$ cat src/rtl/uart_rx.sv
// UART receiver, 16x oversampled, 8N1 by default; rx_done strobes once per frame.
// Define UART_RX_PARITY_EN to add an even-parity bit and the parity_error output.
module uart_rx #(
   parameter int DATA_BITS  = 8,
   parameter int OVERSAMPLE = 16,
   parameter int SB_TICKS   = 16
) (
   input  logic                 clock,
   input  logic                 reset,
   input  logic                 tick,
   input  logic                 rx,
   output logic [DATA_BITS-1:0] rx_data,
   output logic                 rx_done,
`ifdef UART_RX_PARITY_EN
   output logic                 parity_error,
`endif
   output logic                 frame_error
);

   localparam int TW = (SB_TICKS > OVERSAMPLE) ? $clog2(SB_TICKS) : $clog2(OVERSAMPLE);
   localparam int BW = $clog2(DATA_BITS);

   localparam logic [TW-1:0] C_HALF = TW'(OVERSAMPLE / 2 - 1);
   localparam logic [TW-1:0] C_FULL = TW'(OVERSAMPLE - 1);
   localparam logic [TW-1:0] C_STOP = TW'(SB_TICKS - 1);
   localparam logic [BW-1:0] C_LAST = BW'(DATA_BITS - 1);

   typedef enum logic [2:0] {
      S_IDLE,
      S_START,
      S_DATA,
      S_PARITY,
      S_STOP,
      S_BREAK
   } state_t;

   state_t                 r_state;
   logic [TW-1:0]          r_tick_cnt;
   logic [BW-1:0]          r_bit_cnt;
   logic [DATA_BITS-1:0]   r_shift;
   logic [DATA_BITS-1:0]   r_rx_data;
   logic                   r_rx_done;
   logic                   r_frame_error;
   logic                   r_rx_meta;
   logic                   r_rx_s;
`ifdef UART_RX_PARITY_EN
   logic                   r_par_bit;
   logic                   r_parity_error;
`endif

   // Two-flop synchroniser; resets to the idle-high line level.
   always_ff @(posedge clock) begin
      if (reset) begin
         r_rx_meta <= 1'b1;
         r_rx_s    <= 1'b1;
      end else begin
         r_rx_meta <= rx;
         r_rx_s    <= r_rx_meta;
      end
   end

   always_ff @(posedge clock) begin
      if (reset) begin
         r_state        <= S_IDLE;
         r_tick_cnt     <= '0;
         r_bit_cnt      <= '0;
         r_shift        <= '0;
         r_rx_data      <= '0;
         r_rx_done      <= 1'b0;
         r_frame_error  <= 1'b0;
`ifdef UART_RX_PARITY_EN
         r_par_bit      <= 1'b0;
         r_parity_error <= 1'b0;
`endif
      end else begin
         r_rx_done <= 1'b0;
         case (r_state)
            // A tick coinciding with the falling edge is deliberately not counted.
            S_IDLE: begin
               if (!r_rx_s) begin
                  r_state    <= S_START;
                  r_tick_cnt <= '0;
               end
            end
            S_START: begin
               if (tick) begin
                  if (r_tick_cnt == C_HALF) begin
                     if (!r_rx_s) begin
                        r_state    <= S_DATA;
                        r_tick_cnt <= '0;
                        r_bit_cnt  <= '0;
                     end else begin
                        r_state <= S_IDLE;
                     end
                  end else begin
                     r_tick_cnt <= r_tick_cnt + TW'(1);
                  end
               end
            end
            S_DATA: begin
               if (tick) begin
                  if (r_tick_cnt == C_FULL) begin
                     r_shift    <= {r_rx_s, r_shift[DATA_BITS-1:1]};
                     r_tick_cnt <= '0;
                     if (r_bit_cnt == C_LAST) begin
`ifdef UART_RX_PARITY_EN
                        r_state <= S_PARITY;
`else
                        r_state <= S_STOP;
`endif
                     end else begin
                        r_bit_cnt <= r_bit_cnt + BW'(1);
                     end
                  end else begin
                     r_tick_cnt <= r_tick_cnt + TW'(1);
                  end
               end
            end
`ifdef UART_RX_PARITY_EN
            S_PARITY: begin
               if (tick) begin
                  if (r_tick_cnt == C_FULL) begin
                     r_par_bit  <= r_rx_s;
                     r_tick_cnt <= '0;
                     r_state    <= S_STOP;
                  end else begin
                     r_tick_cnt <= r_tick_cnt + TW'(1);
                  end
               end
            end
`endif
            // Stop sampled low means a framing error; a line still low is a break.
            S_STOP: begin
               if (tick) begin
                  if (r_tick_cnt == C_STOP) begin
                     r_rx_data      <= r_shift;
                     r_rx_done      <= 1'b1;
                     r_frame_error  <= ~r_rx_s;
`ifdef UART_RX_PARITY_EN
                     r_parity_error <= (^r_shift) ^ r_par_bit;
`endif
                     r_tick_cnt     <= '0;
                     r_state        <= r_rx_s ? S_IDLE : S_BREAK;
                  end else begin
                     r_tick_cnt <= r_tick_cnt + TW'(1);
                  end
               end
            end
            S_BREAK: begin
               if (r_rx_s) begin
                  r_state <= S_IDLE;
               end
            end
            default: r_state <= S_IDLE;
         endcase
      end
   end

   assign rx_data      = r_rx_data;
   assign rx_done      = r_rx_done;
   assign frame_error  = r_frame_error;
`ifdef UART_RX_PARITY_EN
   assign parity_error = r_parity_error;
`endif

endmodule

$ cat config.mk
export PLATFORM = sky130hd
export DESIGN_NAME = uart_rx
export DESIGN_NICKNAME = d
export VERILOG_FILES = /design/src/rtl/uart_rx.sv
export SDC_FILE = /design/constraint.sdc
export NUM_CORES = 1
export LEC_CHECK = 0
export CELL_PAD_IN_SITES_DETAIL_PLACEMENT = 0
export CELL_PAD_IN_SITES_GLOBAL_PLACEMENT = 1
export CORE_MARGIN = 3
export CORE_UTILIZATION = 45
export CTS_CLUSTER_DIAMETER = 30
export DETAILED_ROUTE_END_ITERATION = 8
export PLACE_DENSITY_LB_ADDON = 0.1
export REMOVE_ABC_BUFFERS = 1
export SETUP_SLACK_MARGIN = 0.2
export SKIP_LAST_GASP = 1
export SLEW_MARGIN = 20
export SYNTH_ARGS = -nofsm -noshare
export SYNTH_HDL_FRONTEND = slang
export SYNTH_SLANG_ARGS = --single-unit
export TNS_END_PERCENT = 10
$ cat constraint.sdc
create_clock -name clock -period 4.5 [get_ports clock]
set_clock_uncertainty 0.05 [all_clocks]
set_input_delay 0.9 -clock clock [delete_from_list [all_inputs] [get_ports clock]]
set_output_delay 0.9 -clock clock [all_outputs]
set_load 0.01 [all_outputs]
==> flow_metrics.py <==
metrics = {
    "synthesis": {
        "synthCells": 159,
        "syn-cell-area_sq_mm": 0.00143,
        "ys_seq_elements": 30,
        "yosys_most_used_dff": "dfxtp_1",
        "yosysWarnings": 0,
        "average_size_of_a_mapped_cell_sq_um": 9.02,
        "synth.lib_cells_used.distinct": 41,
        "synth_top_area_cell": "dfxtp_1",
        "async_flop_share_pct": 0,
        "synth.top_cells.by_area": "dfxtp_1 42%, mux2i_1 12%, nor2_1 5.5%, a21oi_1 3.8%, nand2_1 3.1%",
        "synthDominantCellAreaShare_pct": 41.9,
        "ys_seq_area_share_pct": 41.9,
        "edff_count_synth": 0,
    },
    "global_route": {
        "antenna_found_initial": 0,
        "grt_util_all_layers_pct": 13.9,
        "overflow": 0,
        "grt_start_max_net_pins": 19,
        "global_route_wire_length_before_repair_um": 4420,
        "grt_pass1_vias": 1000,
    },
    "setup_path": {
        "worst_path_dominant_cell_family": "simple AND/OR/NAND/NOR gates",
        "crit_path_top_delay_cell": "or3_1",
        "criticalPathCategory": "input port to register",
        "cp.depth": 5,
        "crit_path_cell_trace": "clkdlybuf4s50_1, nand4_1, or3_1, mux2i_1, nor2_1",
        "worst-path-buf-inv": 1,
        "timing.critical_path.required_ps": 4650,
        "worst_stage_delay_on_the_critical_path_ps": 650,
        "rr_worst_depth": 5,
        "crit_arrival_ps": 2700,
        "cp_max_fo": 11,
        "endpoint_kind": "register",
        "timing.reg2reg.setup_slack_ps": 2500,
        "start_kind": "input port",
    },
    "final_layout": {
        "layout.nets": 176,
        "area_growth_syn_to_layout_pct": 14.5,
        "regArea_sq_um": 601,
        "layoutNonFillerInstCount": 212,
        "num_antenna_cells": 0,
        "fillCellCount": 292,
        "drive_above_1_share_pct": 10.0,
        "final_core_util_pct": 56.6,
        "combined_area_of_the_multi_input_logic_cells_sq_um": 753,
    },
    "clock_network": {
        "postCtsHoldBufs": 0,
        "cts_tree": "done",
        "tritoncts_num_sinks": 30,
        "cts.root.buffer_cell": "clkbuf_4",
        "cts_post_setup_buffers_inserted": 0,
        "insertion_delay_ps": 320,
        "post_cts.resized_instances": 0,
        "h-tree-depth": 2,
        "cts-buffers-inserted": 5,
        "clk_path_buf_depth": 2,
        "cts.clk_slew.worst_paths_ps": 90,
    },
    "placement": {
        "place.detailed.hpwl_um": 1800,
        "placed_cells": 204,
        "port_buffers": 13,
        "routabilityCongestion": 0.859,
    },
    "route": {
        "detail_route.wl_per_cell_um": 11.7,
        "detail_route.first_pass.iterations": 4,
        "routed_wirelength_um": 2490,
        "antenna_violating_nets_post_route": 0,
        "post_drt_via_cell_ratio": 5.24,
        "routed-via-count": 1111,
        "initialDrtViolationCount": 32,
        "remaining_drc_errors": 0,
    },
    "sta": {
        "unrepaired_setup_endpoints_after_global_routing": "no",
        "final_count_of_hold_timing_violations": 0,
        "timing.final.crit_period_ps": 2550,
        "max_freq_mhz": 393,
        "fin_hold_ws_ps": 365,
        "report.final.slew_viol_count": 0,
        "slew_headroom_pct": 64.1,
        "post-route-period-util_pct": 56.6,
        "tightestPinTransition_ps": 539,
        "setup-tns-final_ps": 0,
        "setup-violations-final": 0,
    },
    "floorplan": {
        "design.portCount": 14,
        "die_w_um": 62.5,
        "dieArea_sq_mm": 0.00390,
        "initial_utilization_pct": 49.4,
        "floorplan.rows": 19,
        "die_height_um": 62.5,
        "placeableCoreArea_sq_mm": 0.00290,
    },
    "run_status": {
        "outcome": "finished clean",
    },
    "power_and_ir_drop": {
        "static-leakage-power_nw": 0.639,
        "pwr_density_cell_mw_per_mm2": 315,
        "vdd_drop_max_mv": 0.202,
    },
    "flow_run": {
        "max-cap-violations": 0,
    },
    "min_path": {
        "timing.hold.worst_path_depth": 1,
        "hold_class": "register to register",
    },
}
==> cell usage in the layout, fill, tap and decap left out, drive strengths merged, types with 2 or more instances in the layout <==
| master | netlist | layout |
|---|---|---|
| a21oi | 11 | 11 |
| a31oi | 3 | 3 |
| clkbuf | 4 | 8 |
| clkdlybuf4s50 | 0 | 13 |
| dfxtp | 30 | 30 |
| ha | 3 | 3 |
| inv | 5 | 5 |
| mux2i | 17 | 17 |
| nand2 | 12 | 12 |
| nand2b | 2 | 2 |
| nand3 | 7 | 7 |
| nor2 | 22 | 22 |
| nor2b | 2 | 2 |
| nor4b | 3 | 3 |
| o211ai | 5 | 5 |
| o21ai | 3 | 3 |
| or2 | 5 | 5 |
| or3 | 4 | 4 |
==> final timing paths <==
kind / startpoint / to
hold reg to reg: r_rx_meta / r_rx_s
setup / recovery: tick / rx_data[0]
setup reg to reg: r_tick_cnt[0] / rx_data[0]
hold / removal: r_rx_meta / r_rx_s
==> power breakdown <==
group	internal, mW	total [mW]	switching [mW]	leakage, nW
logic	0.0189	0.0431	0.0242	0.352
registers	0.269	0.280	0.0105	0.242
clock network	0.107	0.194	0.0874	0.0446
total	0.395	0.517	0.122	0.639
==> through the flow <==
stage | power, mW | setup slack, ps | area (sq um)
4_1_cts | 0.526 | 1950 | 1640
6_report | 0.517 | 1950 | 1640
3_3_place_gp | 0.329 | 1660 | 1560
2_1_floorplan | 0.313 | 2440 | 1370
5_1_grt | 0.549 | 1830 | 1640
3_5_place_dp | 0.329 | 1600 | 1560
==> synthesized netlist by cell type (2+ instances only) <==
cell / n
a21oi_1: 11
a31oi_1: 3
buf_2: 4
buf_4: 2
clkbuf_1: 4
dfxtp_1: 30
ha_1: 3
inv_1: 3
inv_2: 2
mux2i_1: 17
nand2_1: 12
nand2b_1: 2
nand3_1: 7
nor2_1: 21
nor2b_1: 2
nor4b_1: 2
o211ai_1: 5
o21ai_0: 2
or2_0: 2
or2_2: 2
or3_1: 3
==> worst register-to-register path, stage by stage, from the launching register on <==
cell	delay [ps]
dfxtp_1	380
ha_1	290
nand4_1	220
or3_1	650
mux2i_1	240
nor2_1	50
==> routing by layer <==
layer  vias to the layer above  GRT usage, %  part of all wire [%]
met3                         4          4.86                   3.7
met2                        20          20.6                    43
li1                        588             -                     -
met5                         -             0                     0
met4                         0          4.13                  0.84
met1                       499          19.0                    52
==> cell families after synthesis <==
| group | after synthesis | synth area share (%) |
|---|---|---|
| flip-flops | 30 | 41.9 |
| multiplexers | 17 | 11.9 |
| buffers and inverters | 16 | 5.58 |
| AND/OR/NAND/NOR | 61 | 22.3 |
| XOR/XNOR | 1 | 0.611 |
| AO/OA/AOI/OAI | 30 | 14.5 |
| adder cells (fa/ha/maj) | 4 | 3.32 |
==> sequential cells by signal (all words and copies together) (netlist names) <==
register and flops:
frame_error 1, r_rx_meta 1, r_rx_s 1, rx_data 8, r_state 3, r_tick_cnt 4
rx_done 1, r_bit_cnt 3, r_shift 8
==> area by class of cell <==
cell class / count / share of cell area (%)
Multi-Input combinational cell: 113 / 45.9
Sequential cell: 30 / 36.6
Timing Repair Buffer: 14 / 8.38
Clock buffer: 8 / 4.80
Tap cell: 42 / 3.20
Inverter: 5 / 1.14
No activity file was read; power rests on OpenSTA's default activity.
